`config.mk`:
```
export PLATFORM = sky130hd
export DESIGN_NAME = dmem_arbiter
export DESIGN_NICKNAME = d
export VERILOG_FILES = /design/src/rtl/dmem_arbiter.sv
export SDC_FILE = /design/constraint.sdc
export NUM_CORES = 1
export LEC_CHECK = 0
export CORE_AREA = 2 2 229 231
export CTS_CLUSTER_SIZE = 25
export DETAILED_ROUTE_END_ITERATION = 10
export DIE_AREA = 0 0 231 233
export HOLD_SLACK_MARGIN = 0.1
export MAX_ROUTING_LAYER = met4
export PLACE_DENSITY = 0.44
export SLEW_MARGIN = 20
export SYNTH_ARGS = -nofsm -noshare
export SYNTH_HDL_FRONTEND = slang
export SYNTH_SLANG_ARGS = --single-unit
```
`constraint.sdc`:
```
create_clock -name CLK -period 4 [get_ports CLK]
set_input_delay 1.2 -clock CLK [delete_from_list [all_inputs] [get_ports CLK]]
set_output_delay 1.2 -clock CLK [all_outputs]
set_load 0.03 [all_outputs]
```
`src/rtl/dmem_arbiter.sv`:
```
// Shares one data memory between MEM-stage port A and loader port B, with lock and range trap.
// GNT is same-cycle, ACK/ERR/RDATA one cycle later; a losing requester holds REQ until GNT.

module dmem_arbiter #(
  parameter int DEPTH    = 16,
  parameter int LOCK_MAX = 4
) (
  input  logic        CLK,
  input  logic        RESET_N,
  input  logic        A_REQ,
  input  logic        A_WE,
  input  logic        A_LOCK,
  input  logic [63:0] A_ADDR,
  input  logic [63:0] A_WDATA,
  output logic        A_GNT,
  output logic        A_ACK,
  output logic        A_ERR,
  output logic [63:0] A_RDATA,
  input  logic        B_REQ,
  input  logic        B_WE,
  input  logic        B_LOCK,
  input  logic [63:0] B_ADDR,
  input  logic [63:0] B_WDATA,
  output logic        B_GNT,
  output logic        B_ACK,
  output logic        B_ERR,
  output logic [63:0] B_RDATA,
  output logic        MEM_WRITE,
  output logic        MEM_READ,
  output logic [63:0] MEM_ADDR_IN,
  output logic [63:0] WRITE_DATA,
  input  logic [63:0] DATA_OUT
);

  localparam int CW = $clog2(LOCK_MAX + 1);

  typedef enum logic [1:0] {IDLE, LOCK_A, LOCK_B} state_t;

  state_t        state;
  logic          last_b;
  logic [CW-1:0] lcnt;
  logic [CW-1:0] lcnt_inc;
  logic          a_oor, b_oor;
  logic          any_gnt, sel_we, sel_lock, sel_oor, other_req;
  logic [63:0]   sel_addr, sel_wdata;

  assign a_oor    = A_ADDR >= 64'(DEPTH);
  assign b_oor    = B_ADDR >= 64'(DEPTH);
  assign lcnt_inc = lcnt + 1'b1;

  always_comb begin
    A_GNT = 1'b0;
    B_GNT = 1'b0;
    if (RESET_N) begin
      case (state)
        IDLE: begin
          if (A_REQ && B_REQ) begin
            A_GNT = last_b;
            B_GNT = !last_b;
          end else begin
            A_GNT = A_REQ;
            B_GNT = B_REQ;
          end
        end
        LOCK_A:  A_GNT = A_REQ;
        LOCK_B:  B_GNT = B_REQ;
        default: ;
      endcase
    end
  end

  always_comb begin
    any_gnt   = A_GNT | B_GNT;
    sel_we    = 1'b0;
    sel_lock  = 1'b0;
    sel_oor   = 1'b0;
    other_req = 1'b0;
    sel_addr  = '0;
    sel_wdata = '0;
    if (A_GNT) begin
      sel_we    = A_WE;
      sel_lock  = A_LOCK;
      sel_oor   = a_oor;
      other_req = B_REQ;
      sel_addr  = A_ADDR;
      sel_wdata = A_WDATA;
    end else if (B_GNT) begin
      sel_we    = B_WE;
      sel_lock  = B_LOCK;
      sel_oor   = b_oor;
      other_req = A_REQ;
      sel_addr  = B_ADDR;
      sel_wdata = B_WDATA;
    end
  end

  // A trapped address still consumes the slot but never strobes the memory.
  assign MEM_WRITE   = any_gnt & sel_we & ~sel_oor;
  assign MEM_READ    = any_gnt & ~sel_we & ~sel_oor;
  assign MEM_ADDR_IN = sel_addr;
  assign WRITE_DATA  = sel_wdata;

  always_ff @(posedge CLK or negedge RESET_N) begin
    if (!RESET_N) begin
      A_ACK   <= 1'b0;
      A_ERR   <= 1'b0;
      A_RDATA <= '0;
      B_ACK   <= 1'b0;
      B_ERR   <= 1'b0;
      B_RDATA <= '0;
    end else begin
      A_ACK <= A_GNT;
      A_ERR <= A_GNT & a_oor;
      B_ACK <= B_GNT;
      B_ERR <= B_GNT & b_oor;
      if (A_GNT) begin
        if (a_oor)      A_RDATA <= '0;
        else if (!A_WE) A_RDATA <= DATA_OUT;
      end
      if (B_GNT) begin
        if (b_oor)      B_RDATA <= '0;
        else if (!B_WE) B_RDATA <= DATA_OUT;
      end
    end
  end

  // lcnt counts locked grants while the other port waits; hitting LOCK_MAX
  // drops back to IDLE, where LAST already points away from the owner.
  always_ff @(posedge CLK or negedge RESET_N) begin
    if (!RESET_N) begin
      state  <= IDLE;
      last_b <= 1'b1;
      lcnt   <= '0;
    end else if (any_gnt) begin
      last_b <= B_GNT;
      if (!sel_lock) begin
        state <= IDLE;
        lcnt  <= '0;
      end else if (other_req && (lcnt_inc >= CW'(LOCK_MAX))) begin
        state <= IDLE;
        lcnt  <= '0;
      end else begin
        state <= A_GNT ? LOCK_A : LOCK_B;
        if (other_req) lcnt <= lcnt_inc;
      end
    end else if (state != IDLE) begin
      state <= IDLE;
      lcnt  <= '0;
    end
  end

endmodule

```
==> impl_metrics.csv <==
group,metric,value,unit
finish,layout_commonest_cell,"clkdlybuf4s50_1",
power,leakagePower,7.04,nW
die,coreArea,0.0511,mm^2
logic_synthesis,netlist.top_cell.by_area,"dfrtp_1",
die,die_area,0.0538,mm^2
finish,design_area,0.0160,mm^2
logic_synthesis,postSynthAreaPerCell,12.7,um^2
die,dieWidth,231,um
sta,skew,12.6,ps
power,peakVddDrop,0.252,mV
finish,area_delta_synth_final,138,%
die,fp.dieH,233,um
clock_tree,root_buffer,"clkbuf_16",
run_status,status,"finished, violations left",
logic_synthesis,ys_warn_count,0,
sta,setup_tns,-124,ps
setup_path,cpPeakStageDelay,500,ps
global_route,grt-ovfl-total,0,
hold_path,holdCritPathClass,"register to register",
logic_synthesis,synthFlopType,"dfrtp_1",
sta,fin_crit_sh,102,%
setup_path,critPathRequiredTime,2800,ps
setup_path,regToRegSetupSlack,1870,ps
sta,worst-slew-pin-transition,715,ps
clock_tree,cts.sinks,138,
finish,regArea,0.00345,mm^2
flow_run,max_cap_violations,0,
finish,n_fill_cell,5285,
clock_tree,cts_tree,"done",
clock_tree,numCtsBuffers,17,
placement,portBuffers,591,
setup_path,timing.rr.start,"state[0]",
sta,hold_slack,500,ps
clock_tree,path_clk_slew,70,ps
detailed_routing,vias,7965,
detailed_routing,drt-initial-drc-count,459,
global_route,grt_pass1_vias,8505,
detailed_routing,viasPerCell,4.11,
detailed_routing,first_pass_iters,6,
setup_path,ff2ff_path_depth,7,
logic_synthesis,syn_area,0.00672,mm^2
detailed_routing,routedWlPerCell,26.1,um
logic_synthesis,synth-seq-cells,138,
run_status,violations,"setup timing",
sta,relSlewSlack,52.3,%
sta,rsz0062_at_grt,"yes",
power,powerDensity,290,mW/mm^2
setup_path,critical_path_class,"input port to output port",
hold_path,worstHoldStart,"last_b",
logic_synthesis,yosysSeqAreaShare,51.4,%
setup_path,worstReg2RegEnd,"lcnt[1]",
setup_path,arrival,2870,ps
setup_path,start_kind,"input port",
hold_path,worstHoldEndpoint,"last_b",
die,io_pins,592,
global_route,grt_max_degree,52,
logic_synthesis,synth_top_area_share,51.0,%
logic_synthesis,synth.distinct_cells,39,
logic_synthesis,syn_inst,529,
finish,multi_input_area,0.00314,mm^2
sta,max_freq,0.246,GHz
placement,dpl_cell_area,0.0151,mm^2
logic_synthesis,synthTopCellsByArea,"dfrtp_1 51%, a22o_1 33%, buf_12 3.6%, nor4_1 2.6%, clkbuf_1 1.6%",
setup_path,cp_max_fo,2,
sta,hold_viol,0,
die,std_cell_rows,83,
detailed_routing,final_antenna_net_count,0,
clock_tree,clock_path_buffers,2,
finish,nets,1554,
finish,final_cell_mix,"354 x clkdlybuf4s50_1, 230 x a22o_1, 165 x buf_4",
global_route,grt_usage,18.7,%
setup_path,end_kind,"output port",
sta,setup-violations-final,2,
clock_tree,htreeDepth,4,
clock_tree,insertion_delay,460,ps
hold_path,worstHoldPathCells,2,
finish,drive_above_1_share,32.3,%
logic_synthesis,synth_edf_count,0,
logic_synthesis,async_reset_ff_share,100,%
placement,place_congestion,0.952,
sta,setup_slack,-68.7,ps
sta,slew_viol_final,0,
setup_path,cpMaxStageDelayCell,"clkdlybuf4s50_1",
detailed_routing,drc,0,
power,power.total,0.00465,W
setup_path,worstPathCellList,"clkdlybuf4s50_1 -> nor4_1 -> nand3_1 -> nor4_4 -> o22ai_4 -> nor2_2 -> buf_6",
detailed_routing,wl,50.6,mm
die,initial_core_util,13.2,%
sta,period_needed,4070,ps
global_route,grt_first_pass_wirelength,67.6,mm
global_route,antenna_found_initial,22,
placement,post-dp-hpwl,43.3,mm
logic_synthesis,synth_nets,858,
## worst max path at each step
| stage | start | end | slack [ps] | cells after the start |
|---|---|---|---|---|
| 5_1_grt | B_ADDR[54] | MEM_WRITE | -160 | 9 |
| 6_report | B_ADDR[11] | MEM_WRITE | -70 | 7 |
| 3_5_place_dp | A_ADDR[51] | MEM_READ | -1020 | 9 |
| 3_3_place_gp | A_ADDR[51] | MEM_READ | -980 | 9 |
| 4_1_cts | A_ADDR[44] | MEM_WRITE | -60 | 9 |
| 2_1_floorplan | B_REQ | MEM_ADDR_IN[43] | 250 | 5 |
## critical path, delay by kind of cell
| family | cells | cell delay (ps) |
|---|---|---|
| AO/OA/AOI/OAI | 1 | 150 |
| AND/OR/NAND/NOR | 4 | 870 |
| buffers and inverters | 2 | 640 |
## cells in the mapped netlist (all sizes together) (2+ instances only)
| cell | instances |
|---|---|
| a21o | 2 |
| dfrtp | 137 |
| clkbuf | 29 |
| nand3 | 5 |
| nor2 | 4 |
| nand4 | 7 |
| buf | 27 |
| nor3b | 2 |
| nand2 | 3 |
| nor4 | 32 |
| a22o | 256 |
| nor2b | 3 |
| inv | 5 |
| mux2i | 2 |
## layout make-up
cell class | instances | share of cell area, %
multi-input cells | 330 | 19.6
well taps | 680 | 5.31
inverters | 5 | 0.242
diodes | 19 | 0.297
repair buffers | 733 | 49.0
clock buffers | 20 | 2.85
flip-flops and latches | 138 | 21.6
clock inverters | 12 | 1.18
## sequential cells by signal, summed over array words and instances, names as in the netlist
register / cells
B_ERR: 1
B_RDATA: 64
A_RDATA: 64
A_ACK: 1
lcnt: 3
last_b: 1
A_ERR: 1
state: 2
B_ACK: 1
## report_power, final
group	leakage [nW]	internal, W	switching, W
clock	0.312	0.00108	0.000656
sequential	1.92	0.00141	0.00000471
combinational	4.80	0.000770	0.000728
## through the flow
step                      util (%)  instances  setup WS (ps)
after floorplan                  -        529            254
after global placement        29.5       1883           -979
after detailed placement      29.5       1883          -1020
after CTS                     31.2       1917          -55.4
after global routing          31.4       1937           -161
final                         31.4       1937          -68.7
## per-layer routing
| layer | share of wire (%) | GRT usage (%) |
|---|---|---|
| met5 | 0 | - |
| met2 | 52 | 32.8 |
| met4 | 3.8 | 8.63 |
| met3 | 7.0 | 5.72 |
| met1 | 37 | 19.3 |
## cells by family after synthesis
| logic type | after synthesis | synth area share (%) |
|---|---|---|
| xor+xnor | 1 | 0.130 |
| mux | 2 | 0.298 |
| flops | 138 | 51.4 |
| fa+ha+maj | 1 | 0.186 |
| buf+inv | 61 | 7.06 |
| compound gates | 265 | 34.5 |
| simple gates | 61 | 6.44 |
## what timing repair did
item,in CTS,in global routing
setup endpoints to repair,130,18
pin swaps,39,16
setup buffers,2,1
hold buffers,0,0
gates cloned,1,0
hold endpoints to repair,0,0
resized for setup,235,28
(Power assumes the default switching activity.)
